===== config.mk =====
export PLATFORM = sky130hd
export DESIGN_NAME = hf_xfer_sched
export DESIGN_NICKNAME = d
export VERILOG_FILES = /design/src/rtl/hf_xfer_sched.sv
export SDC_FILE = /design/constraint.sdc
export NUM_CORES = 1
export LEC_CHECK = 0
export ABC_AREA = 1
export CELL_PAD_IN_SITES_DETAIL_PLACEMENT = 1
export CELL_PAD_IN_SITES_GLOBAL_PLACEMENT = 1
export CORE_ASPECT_RATIO = 1.4
export CORE_MARGIN = 2
export CORE_UTILIZATION = 30
export CTS_CLUSTER_DIAMETER = 50
export DETAILED_ROUTE_END_ITERATION = 8
export PLACE_DENSITY = 0.91
export SETUP_SLACK_MARGIN = 0.1
export SYNTH_ARGS = -nofsm -noshare
export SYNTH_HDL_FRONTEND = slang
export SYNTH_SLANG_ARGS = --single-unit
export TNS_END_PERCENT = 10

===== constraint.sdc =====
create_clock -name CLK -period 5.42 [get_ports CLK]
set_input_delay 1.355 -clock CLK [delete_from_list [all_inputs] [get_ports CLK]]
set_output_delay 1.355 -clock CLK [all_outputs]
set_load 0.05 [all_outputs]

===== src/rtl/hf_xfer_sched.sv =====
// hf_xfer_sched: shares the hyperfabric block mover and its MCU DRAM port among
// four section requesters.
//
// Round-robin arbitration picks one section. Its descriptor is latched onto the
// block-mover and MCU outputs, and REQ_ACK pulses for that section. The scheduler
// then runs the MCU align request/grant handshake, issues the mover start and
// follows BLCK_WORKING until the mover finishes. Between transactions it inserts
// a periodic DRAM refresh strobe.
//
// Registered outputs take their new value on the clock edge that enters a state.
// They are therefore visible while the FSM sits in that state: REQ_ACK during
// LOAD, DONE during DONE_ST.
//
// Ports:
//   CLK, RST                 clock, synchronous active-high reset
//   REQ/REQ_*                per-section request level and packed descriptors
//   REQ_ACK, DONE            one-hot single-cycle pulses per section
//   STAT_COUNT, STAT_ABORT   completion status, valid with DONE
//   BLCK_*                   block-mover command, issue pulse and status
//   MCU_*                    DRAM page, align request/grant, refresh strobe
//   RST_MVBLCK               mover direction select {rdmem, ~rdmem}
//   REFRESH_MISS             sticky: refresh demand arrived while one was pending
module hf_xfer_sched #(
    parameter int unsigned REFRESH_PERIOD = 390,
    parameter int unsigned REFRESH_HOLD   = 8,
    parameter int unsigned START_TIMEOUT  = 64
) (
    input  logic        CLK,
    input  logic        RST,
    input  logic [3:0]  REQ,
    input  logic [35:0] REQ_START,
    input  logic [23:0] REQ_COUNT,
    input  logic [91:0] REQ_PAGE,
    input  logic [3:0]  REQ_RDMEM,
    input  logic [3:0]  REQ_OPON,
    output logic [3:0]  REQ_ACK,
    output logic [3:0]  DONE,
    output logic [5:0]  STAT_COUNT,
    output logic        STAT_ABORT,
    output logic [8:0]  BLCK_START,
    output logic [5:0]  BLCK_COUNT_REQ,
    output logic [1:0]  BLCK_SECTION,
    output logic        BLCK_ISSUE,
    input  logic        BLCK_WORKING,
    input  logic [5:0]  BLCK_COUNT_SENT,
    input  logic        BLCK_ABRUPT_STOP,
    output logic [22:0] MCU_PAGE_ADDR,
    output logic [1:0]  MCU_REQUEST_ALIGN,
    input  logic [1:0]  MCU_GRANT_ALIGN,
    output logic [1:0]  RST_MVBLCK,
    output logic        MCU_REFRESH_STROBE,
    output logic        REFRESH_MISS
);

    localparam int unsigned RefW  = (REFRESH_PERIOD > 1) ? $clog2(REFRESH_PERIOD) : 1;
    localparam int unsigned HoldW = $clog2(REFRESH_HOLD + 1);
    localparam int unsigned TmoW  = $clog2(START_TIMEOUT + 1);

    localparam logic [2:0] StIdle      = 3'd0;
    localparam logic [2:0] StLoad      = 3'd1;
    localparam logic [2:0] StWaitGrant = 3'd2;
    localparam logic [2:0] StStart     = 3'd3;
    localparam logic [2:0] StRun       = 3'd4;
    localparam logic [2:0] StDone      = 3'd5;
    localparam logic [2:0] StRefresh   = 3'd6;

    logic [2:0]      state_q, state_d;
    logic [1:0]      rr_ptr_q, rr_ptr_d;
    logic [1:0]      sect_q, sect_d;
    logic [RefW-1:0] ref_cnt_q, ref_cnt_d;
    logic            ref_pend_q, ref_pend_d;
    logic            miss_q, miss_d;
    logic            strobe_q, strobe_d;
    logic [HoldW-1:0] hold_q, hold_d;
    logic [TmoW-1:0] tmo_q, tmo_d;
    logic            work_prev_q, work_prev_d;
    logic            abort_seen_q, abort_seen_d;
    logic [3:0]      ack_q, ack_d;
    logic [3:0]      done_q, done_d;
    logic [5:0]      stat_count_q, stat_count_d;
    logic            stat_abort_q, stat_abort_d;
    logic [8:0]      blk_start_q, blk_start_d;
    logic [5:0]      blk_count_q, blk_count_d;
    logic            issue_q, issue_d;
    logic [22:0]     page_q, page_d;
    logic [1:0]      req_align_q, req_align_d;
    logic [1:0]      mvblck_q, mvblck_d;

    // Unpacked per-section views of the packed descriptor buses.
    logic [8:0]  start_arr [4];
    logic [5:0]  count_arr [4];
    logic [22:0] page_arr  [4];

    always_comb begin
        for (int i = 0; i < 4; i++) begin
            start_arr[i] = REQ_START[9*i +: 9];
            count_arr[i] = REQ_COUNT[6*i +: 6];
            page_arr[i]  = REQ_PAGE[23*i +: 23];
        end
    end

    // The search runs from the highest offset down, so the last match kept is the
    // lowest offset from the pointer. That is the first set bit found when
    // searching upward from rr_ptr.
    logic       win_valid;
    logic [1:0] win_idx;

    always_comb begin
        win_valid = 1'b0;
        win_idx   = rr_ptr_q;
        for (int i = 3; i >= 0; i--) begin
            if (REQ[rr_ptr_q + 2'(i)]) begin
                win_valid = 1'b1;
                win_idx   = rr_ptr_q + 2'(i);
            end
        end
    end

    logic ref_wrap;
    logic ref_take;

    assign ref_wrap = (ref_cnt_q == RefW'(REFRESH_PERIOD - 1));

    always_comb begin
        state_d      = state_q;
        rr_ptr_d     = rr_ptr_q;
        sect_d       = sect_q;
        strobe_d     = strobe_q;
        hold_d       = hold_q;
        tmo_d        = tmo_q;
        abort_seen_d = abort_seen_q;
        ack_d        = 4'b0000;
        done_d       = 4'b0000;
        stat_count_d = stat_count_q;
        stat_abort_d = stat_abort_q;
        blk_start_d  = blk_start_q;
        blk_count_d  = blk_count_q;
        issue_d      = 1'b0;
        page_d       = page_q;
        req_align_d  = req_align_q;
        mvblck_d     = mvblck_q;
        ref_take     = 1'b0;
        work_prev_d  = BLCK_WORKING;

        unique case (state_q)
            StIdle: begin
                if (ref_pend_q) begin
                    state_d  = StRefresh;
                    strobe_d = ~strobe_q;
                    hold_d   = '0;
                    ref_take = 1'b1;
                end else if (win_valid) begin
                    state_d     = StLoad;
                    ack_d       = 4'b0001 << win_idx;
                    sect_d      = win_idx;
                    rr_ptr_d    = win_idx + 2'd1;
                    blk_start_d = start_arr[win_idx];
                    blk_count_d = count_arr[win_idx];
                    page_d      = page_arr[win_idx];
                    mvblck_d    = {REQ_RDMEM[win_idx], ~REQ_RDMEM[win_idx]};
                    // A zero-length transfer never touches the DRAM port.
                    req_align_d = (count_arr[win_idx] != 6'd0) ?
                                  {REQ_OPON[win_idx], ~REQ_OPON[win_idx]} : 2'b00;
                end
            end
            StLoad: begin
                abort_seen_d = 1'b0;
                if (blk_count_q == 6'd0) begin
                    state_d      = StDone;
                    done_d       = 4'b0001 << sect_q;
                    stat_count_d = 6'd0;
                    stat_abort_d = 1'b0;
                end else begin
                    state_d = StWaitGrant;
                end
            end
            StWaitGrant: begin
                if ((req_align_q & MCU_GRANT_ALIGN) != 2'b00) begin
                    state_d = StStart;
                    issue_d = 1'b1;
                    tmo_d   = '0;
                end
            end
            StStart: begin
                if (BLCK_WORKING) begin
                    state_d = StRun;
                end else if (tmo_q == TmoW'(START_TIMEOUT - 1)) begin
                    state_d      = StDone;
                    done_d       = 4'b0001 << sect_q;
                    stat_count_d = 6'd0;
                    stat_abort_d = 1'b1;
                end else begin
                    tmo_d = tmo_q + TmoW'(1);
                end
            end
            StRun: begin
                abort_seen_d = abort_seen_q | BLCK_ABRUPT_STOP;
                if (work_prev_q && !BLCK_WORKING) begin
                    state_d      = StDone;
                    done_d       = 4'b0001 << sect_q;
                    stat_count_d = BLCK_COUNT_SENT;
                    stat_abort_d = abort_seen_q | BLCK_ABRUPT_STOP;
                end
            end
            StDone: begin
                state_d     = StIdle;
                req_align_d = 2'b00;
                mvblck_d    = 2'b00;
            end
            StRefresh: begin
                if (hold_q == HoldW'(REFRESH_HOLD - 1)) begin
                    state_d = StIdle;
                end else begin
                    hold_d = hold_q + HoldW'(1);
                end
            end
            default: state_d = StIdle;
        endcase

        // A wrap on the same cycle the pending demand is consumed is a fresh
        // demand, not a miss.
        ref_cnt_d  = ref_wrap ? '0 : ref_cnt_q + RefW'(1);
        ref_pend_d = ref_wrap | (ref_pend_q & ~ref_take);
        miss_d     = miss_q | (ref_wrap & ref_pend_q & ~ref_take);
    end

    always_ff @(posedge CLK) begin
        if (RST) begin
            state_q      <= StIdle;
            rr_ptr_q     <= 2'd0;
            sect_q       <= 2'd0;
            ref_cnt_q    <= '0;
            ref_pend_q   <= 1'b0;
            miss_q       <= 1'b0;
            strobe_q     <= 1'b0;
            hold_q       <= '0;
            tmo_q        <= '0;
            work_prev_q  <= 1'b0;
            abort_seen_q <= 1'b0;
            ack_q        <= 4'b0000;
            done_q       <= 4'b0000;
            stat_count_q <= 6'd0;
            stat_abort_q <= 1'b0;
            blk_start_q  <= 9'd0;
            blk_count_q  <= 6'd0;
            issue_q      <= 1'b0;
            page_q       <= 23'd0;
            req_align_q  <= 2'b00;
            mvblck_q     <= 2'b00;
        end else begin
            state_q      <= state_d;
            rr_ptr_q     <= rr_ptr_d;
            sect_q       <= sect_d;
            ref_cnt_q    <= ref_cnt_d;
            ref_pend_q   <= ref_pend_d;
            miss_q       <= miss_d;
            strobe_q     <= strobe_d;
            hold_q       <= hold_d;
            tmo_q        <= tmo_d;
            work_prev_q  <= work_prev_d;
            abort_seen_q <= abort_seen_d;
            ack_q        <= ack_d;
            done_q       <= done_d;
            stat_count_q <= stat_count_d;
            stat_abort_q <= stat_abort_d;
            blk_start_q  <= blk_start_d;
            blk_count_q  <= blk_count_d;
            issue_q      <= issue_d;
            page_q       <= page_d;
            req_align_q  <= req_align_d;
            mvblck_q     <= mvblck_d;
        end
    end

    assign REQ_ACK            = ack_q;
    assign DONE               = done_q;
    assign STAT_COUNT         = stat_count_q;
    assign STAT_ABORT         = stat_abort_q;
    assign BLCK_START         = blk_start_q;
    assign BLCK_COUNT_REQ     = blk_count_q;
    assign BLCK_SECTION       = sect_q;
    assign BLCK_ISSUE         = issue_q;
    assign MCU_PAGE_ADDR      = page_q;
    assign MCU_REQUEST_ALIGN  = req_align_q;
    assign RST_MVBLCK         = mvblck_q;
    assign MCU_REFRESH_STROBE = strobe_q;
    assign REFRESH_MISS       = miss_q;

endmodule

==> out/metrics.yaml, run 1 <==
place:
  placed_cell_area_um2: 7430
  dp_hpwl_um: 15300
  port_buffers: 237
  gp_congestion: 0.860
  dp_cells: 1146
timing:
  setup_tns_ps: 0
  skew_ps: 7.52
  rsz0062_at_grt: "no"
  period_needed_ps: 3780
  setup_viol: 0
  tightest_slew_ps: 936
  timing.slew.headroom_pct: 37.6
  timing.fmax_ghz: 0.265
  drv_slew: 0
  period_share_pct: 69.7
  hold_viol_final: 0
synthesis:
  synth.net_count: 923
  netlist_area_um2: 5010
  synth_warnings: 0
  synth-edff-count: 0
  syn_area_per_cell_um2: 6.74
  synth_ff_type: "dfxtp_1"
  synthArstFlopShare_pct: 0
  ys_seq_elements: 90
  seq_area_frac_synth_pct: 36.0
  ys_types: 49
  synth_cells: 743
cts:
  cts_root_buffer: "clkbuf_16"
  post_cts_resize_count: 0
  numCtsBuffers: 9
  hold_buffers: 0
  insertion_delay_ps: 340
  cts_buffer_depth: 2
  cts_setup_buffers: 0
  htreeDepth: 3
  numClockSinks: 90
  cts_tree: "yes"
  path_clk_slew_ps: 70
routing:
  drt.antenna.violating_nets: 0
  viasPerCell: 5.00
  routedWlPerCell_um: 17.2
  first_pass_iters: 6
  drt-total-wl_um: 19900
  routed-via-count: 5807
  drt_drc_violations_left: 4
  drt_iter0_markers: 162
status:
  outcome: "finished with violations"
  violations: "design-rule violations"
worst_setup_path:
  arrival_ps: 3970
  crit_path_end_kind: "register"
  critPathKind: "in2reg"
  worstRegToRegCells: 18
  worst_setup_path_start_kind: "input port"
  crit_fanout: 69
  crit_required_ps: 5610
floorplanning:
  die_w_um: 113
  die_area_um2: 17800
  rows: 55
  io_pins: 238
  coreArea_um2: 16200
  initial_core_util_pct: 30.8
  dieHeight_um: 157
grt:
  grt_pass1_wl_um: 30900
  grt_overflow: 0
  globalRouteTotalUtil_pct: 22.0
  grt_pass1_vias: 6047
  grt_max_degree: 70
  antenna_found_initial: 0
flow_run:
  drv_cap: 0
final_layout:
  final_util_pct: 47.7
  diodes: 0
  post-route-cell-area_um2: 7740
  nFillCells: 2059
  layout-drive-gt1-share_pct: 5.61
  instances_no_fill: 1161
  area.growth.synth_to_final_pct: 54.7
  nets: 1138
power_and_ir_drop:
  power.internal_mw: 1.99
  pwr-share-clk_pct: 16.4
  ir_worst_vdd_mv: 0.256
  p_seq_share_pct: 22.7
  p_leak_nw: 3.28
  pwr-share-comb_pct: 60.9
  powerDensity_nw_per_um2: 526
  swShare_pct: 51.1
  p_sw_mw: 2.08
min_path:
  whs_path_depth: 2
  hold_class: "reg2reg"
-- layout make-up --
class,count,area (um2),share of cell area (%)
Clock buffer,12,267,3.44
Clock inverter,3,47.5,0.614
Inverter,93,355,4.59
Multi-Input combinational cell,523,2620,33.9
Sequential cell,90,1800,23.3
Tap cell,199,249,3.22
Timing Repair Buffer,241,2400,31.0
-- sequential cells by signal, indices dropped and copies added (netlist names), 2 cells and up --
name	count
hold_q	4
MCU_PAGE_ADDR	23
REQ_ACK	4
BLCK_COUNT_REQ	6
state_q	3
BLCK_SECTION	2
BLCK_START	9
DONE	4
rr_ptr_q	2
STAT_COUNT	6
ref_cnt_q	9
tmo_q	7
RST_MVBLCK	2
MCU_REQUEST_ALIGN	2
-- metal layers --
layer  wire length (um)  global-route usage (%)
met1               7500                    23.8
met2              10600                    40.9
met3               1100                    5.50
met4                732                    8.59
met5                  0                       0
-- power groups by stage --
stage | clock network (mW) | logic [mW] | registers [mW]
after detailed placement | 0 | 2.49 | 0.934
after CTS | 0.686 | 2.51 | 0.923
after global routing | 0.715 | 2.72 | 0.938
after floorplan | 0 | 1.46 | 1.29
after global placement | 0 | 2.42 | 0.929
final | 0.669 | 2.48 | 0.924
-- cells in the mapped netlist (3+ instances only) --
cell type	n	share of area, %
a21oi_1	31	3.1
a31oi_1	4	0.50
a32oi_1	12	2.1
buf_2	11	1.1
buf_4	8	1.2
buf_6	6	1.3
clkbuf_1	11	0.82
dfxtp_1	90	36
ha_1	4	1.0
inv_1	81	6.1
inv_2	10	0.75
nand2_1	186	14
nand2_2	5	0.62
nand3_1	43	4.3
nand3b_1	10	1.5
nand4_1	6	0.75
nor2_1	90	6.7
nor3_1	10	1.0
nor3b_1	3	0.45
o21ai_0	54	5.4
o21ai_1	15	1.5
o221ai_1	19	3.3
or2_2	3	0.37
-- cells in the final DEF (no fill, tap or decap), types with 2 or more instances in the layout --
cell	netlist	final
clkbuf_16	0	9
nand2_1	186	186
o21ai_1	15	15
o221ai_1	19	19
clkinv_4	0	2
inv_2	10	10
nand3_2	2	2
nand3b_1	10	10
nand4_1	6	6
a21oi_1	31	31
o21ai_0	54	54
dfxtp_1	90	90
buf_4	8	4
inv_1	81	81
nor2_1	90	90
ha_1	4	4
nand2_2	5	5
nor3_1	10	10
or2_2	3	3
a31oi_1	4	4
clkdlybuf4s50_1	0	237
nor2_4	2	2
clkbuf_8	0	3
a32oi_1	12	12
nand3_1	43	43
nor3_2	2	2
nand2_4	2	2
a211oi_1	2	2
nor3b_1	3	3
-- final timing paths --
kind	startpoint	endpoint	slack, ps
worst max-delay path	REQ[3]	MCU_REQUEST_ALIGN[1]	1640
worst min-delay path	tmo_q[4]	tmo_q[4]	450
worst max register to register	rr_ptr_q[0]	MCU_REQUEST_ALIGN[1]	2490
worst min register to register	tmo_q[4]	tmo_q[4]	450
-- metrics by stage --
stage | worst slack, ps | hold slack [ps] | total power, mW
2_1_floorplan | 2650 | 423 | 2.75
3_3_place_gp | 1400 | 432 | 3.35
3_5_place_dp | 1320 | 442 | 3.42
4_1_cts | 1640 | 453 | 4.12
5_1_grt | 1350 | 482 | 4.38
6_report | 1640 | 447 | 4.08
-- worst max-delay path: stages --
cell and delay [ps]:
clkdlybuf4s50_1 480, inv_1 50, nand2_1 70, nand3_1 130
nand2_2 130, nand3_2 110, nand3_2 100, nand2_2 160
nand2_4 110, buf_4 530, nand2_1 120, nand3_1 130
nand2_1 100, nor2_1 120, nand3_1 110, nand2_1 90
a21oi_1 70
-- cell families (layout without fill, tap and decap cells) --
logic type	after synthesis	after routing	synth area share, %
XOR/XNOR	2	2	0.350
buffers and inverters	130	349	11.6
AO/OA/AOI/OAI	147	147	18.1
adder cells (fa/ha/maj)	4	4	1.00
flip-flops	90	90	36.0
AND/OR/NAND/NOR	370	370	32.9
No activity file was read; power rests on OpenSTA's default activity.
==> inputs of run 2 (changes only) <==
CORE_UTILIZATION = 28   (was 30)
PLACE_DENSITY = 0.86   (was 0.91)
clock period = 3.66 ns   (was 5.42 ns; I/O delays follow)
==> out/metrics.yaml, run 2 (synthesis results as in run 1) <==
status:
  outcome: "complete, no violations"
place:
  dp_hpwl_um: 15300  # +0.21%
  gp_congestion: 0.867  # +0.80%
  preCtsSetupSlack_ps: 256  # -1060 ps
  placed_cell_area_um2: 7540  # +1.4%
  port_buffers: 237  # unchanged
floorplanning:
  io_pins: 238  # unchanged
  initial_core_util_pct: 28.7  # -2.2 points
  die_area_um2: 19000  # +6.9%
  dieHeight_um: 162  # +3.4%
  rows: 57  # +3.6%
  coreArea_um2: 17500  # +7.6%
  die_w_um: 117  # +3.4%
timing:
  skew_ps: 9.18  # +1.65 ps
  period_needed_ps: 3060
  hold_ws_ps: 463  # +15.3 ps
  drv_slew: 0  # unchanged
  timing.slew.headroom_pct: 36.6  # -1.0 points
  rsz0062_at_grt: "no"
  tightest_slew_ps: 951  # +14.3 ps
  period_share_pct: 83.7
  timing.fmax_ghz: 0.327
  finalWorstSetupSlack_ps: 597  # -1050 ps
  setup_tns_ps: 0  # unchanged
  setup_viol: 0  # unchanged
  hold_viol_final: 0  # unchanged
routing:
  drt-total-wl_um: 19300  # -3.2%
  drt_iter0_markers: 203  # +25%
  drt.antenna.violating_nets: 0  # unchanged
  drt_drc_violations_left: 0  # -4
  routedWlPerCell_um: 16.1  # -6.5%
  viasPerCell: 4.84  # -3.3%
  first_pass_iters: 6  # unchanged
  routed-via-count: 5816  # +0.15%
cts:
  cts_setup_buffers: 0  # unchanged
  numClockSinks: 90  # unchanged
  cts_root_buffer: "clkbuf_16"
  path_clk_slew_ps: 70  # about the same
  htreeDepth: 3  # unchanged
  insertion_delay_ps: 350  # about the same
  post_cts_resize_count: 0  # unchanged
  hold_buffers: 0  # unchanged
  numCtsBuffers: 9  # unchanged
  cts_tree: "yes"
  cts_buffer_depth: 2  # unchanged
worst_setup_path:
  crit_slowest_cell: "clkdlybuf4s50_1"
  critPathKind: "in2reg"
  arrival_ps: 3310  # -660 ps
  reg2reg_slack_ps: 1000  # -1490 ps
  crit_fanout: 26  # -62%
  crit_chain: "clkdlybuf4s50_1, inv_1, nand2_1, nand3_1, nand2_1, inv_1, nand3_2, nand2_2, nand2_4, buf_4, o21ai_0, o221ai_1, nand2_1, inv_1"
  path_buf_inv: 5  # +2
  worst_setup_path_start_kind: "input port"
  crit_path_end_kind: "register"
  crit_required_ps: 3910  # -1700 ps
  critPathTopFamily: "simple AND/OR/NAND/NOR gates"
  slowest_delay_ps: 420  # -110 ps
final_layout:
  nFillCells: 2190  # +6.4%
  area.growth.synth_to_final_pct: 56.7
  layout-drive-gt1-share_pct: 6.00  # +0.39 points
  multiInputGateArea_um2: 2620  # unchanged
  seq_area_um2: 1800  # unchanged
  final_cell_mix: "clkdlybuf4s50_1 (237), nand2_1 (186), dfxtp_1 (90), nor2_1 (90), inv_1 (81)"
  final_common_cell: "clkdlybuf4s50_1"
  diodes: 0  # unchanged
  post-route-cell-area_um2: 7850  # +1.3%
  largest_reg_flops: 23  # unchanged
  nets: 1141  # +0.26%
grt:
  grt_overflow: 0  # unchanged
  grt_pass1_wl_um: 30600  # -0.94%
  globalRouteTotalUtil_pct: 20.7  # -1.3 points
  grt_pass1_vias: 6109  # +1.0%
  antenna_found_initial: 0  # unchanged
  grt_max_degree: 42  # -40%
power_and_ir_drop:
  ir_worst_vdd_mv: 0.389  # +52%
  p_leak_nw: 3.30  # +0.67%
  powerDensity_nw_per_um2: 780  # +48%
min_path:
  hold_class: "reg2reg"
flow_run:
  drv_cap: 0  # unchanged
[run 2: cell types whose count changed in the layout (fill, tap and decap cells not counted)]
| cell | change |
|---|---|
| clkinvlp_4 | +1 |
| buf_12 | +3 |
| inv_6 | +2 |
| clkbuf_8 | -3 |
| inv_8 | +1 |
[run 2: routing by layer]
metal | track usage, % | share of wire (%) | routed length [um]
met3 | 5.00 | 5.6 | 1080
met1 | 23.0 | 38 | 7350
met2 | 36.7 | 52 | 10100
met4 | 9.41 | 3.8 | 740
met5 | 0 | 0 | 0
[run 2: layout make-up]
cell class | instances | share of cell area [%]
clock buffer | 9 | 2.87
inverter | 93 | 4.53
sequential | 90 | 23.0
multi-input combinational | 523 | 33.4
timing repair buffer | 244 | 31.4
clock inverter | 7 | 1.07
tap | 236 | 3.76
[run 2: power breakdown]
| group | switching [mW] | leakage, nW | internal [mW] | total [mW] |
|---|---|---|---|---|
| clock | 0.444 | 0.149 | 0.542 | 0.986 |
| combinational | 2.51 | 2.42 | 1.26 | 3.78 |
| sequential | 0.158 | 0.736 | 1.20 | 1.36 |
[run 2: worst reg2reg max path, stage by stage (launching register included)]
cell	delay (ps)
dfxtp_1	580
nand2_1	140
nand3_1	160
nand2_1	120
inv_1	140
nand3_2	90
nand2_2	220
nand2_4	240
buf_4	270
o21ai_0	290
o221ai_1	180
nand2_1	90
inv_1	50
[run 2: metrics by stage]
stage / cells / util (%) / power, mW
finish: 1202 / 44.9 / 6.12
global placement: 1186 / 43.1 / 5.11
floorplan: 743 / - / 4.07
CTS: 1202 / 44.9 / 6.20
global route: 1202 / 44.9 / 6.60
detailed placement: 1186 / 43.1 / 5.19
[run 2: path summary, 6_finish.rpt]
check                                  from       endpoint  cells after the start
worst max register to register  rr_ptr_q[0]  BLCK_START[1]                     12
worst min-delay path               tmo_q[6]       tmo_q[6]                      1
worst max-delay path                 REQ[3]  BLCK_START[1]                     14
worst min register to register     tmo_q[6]       tmo_q[6]                      1
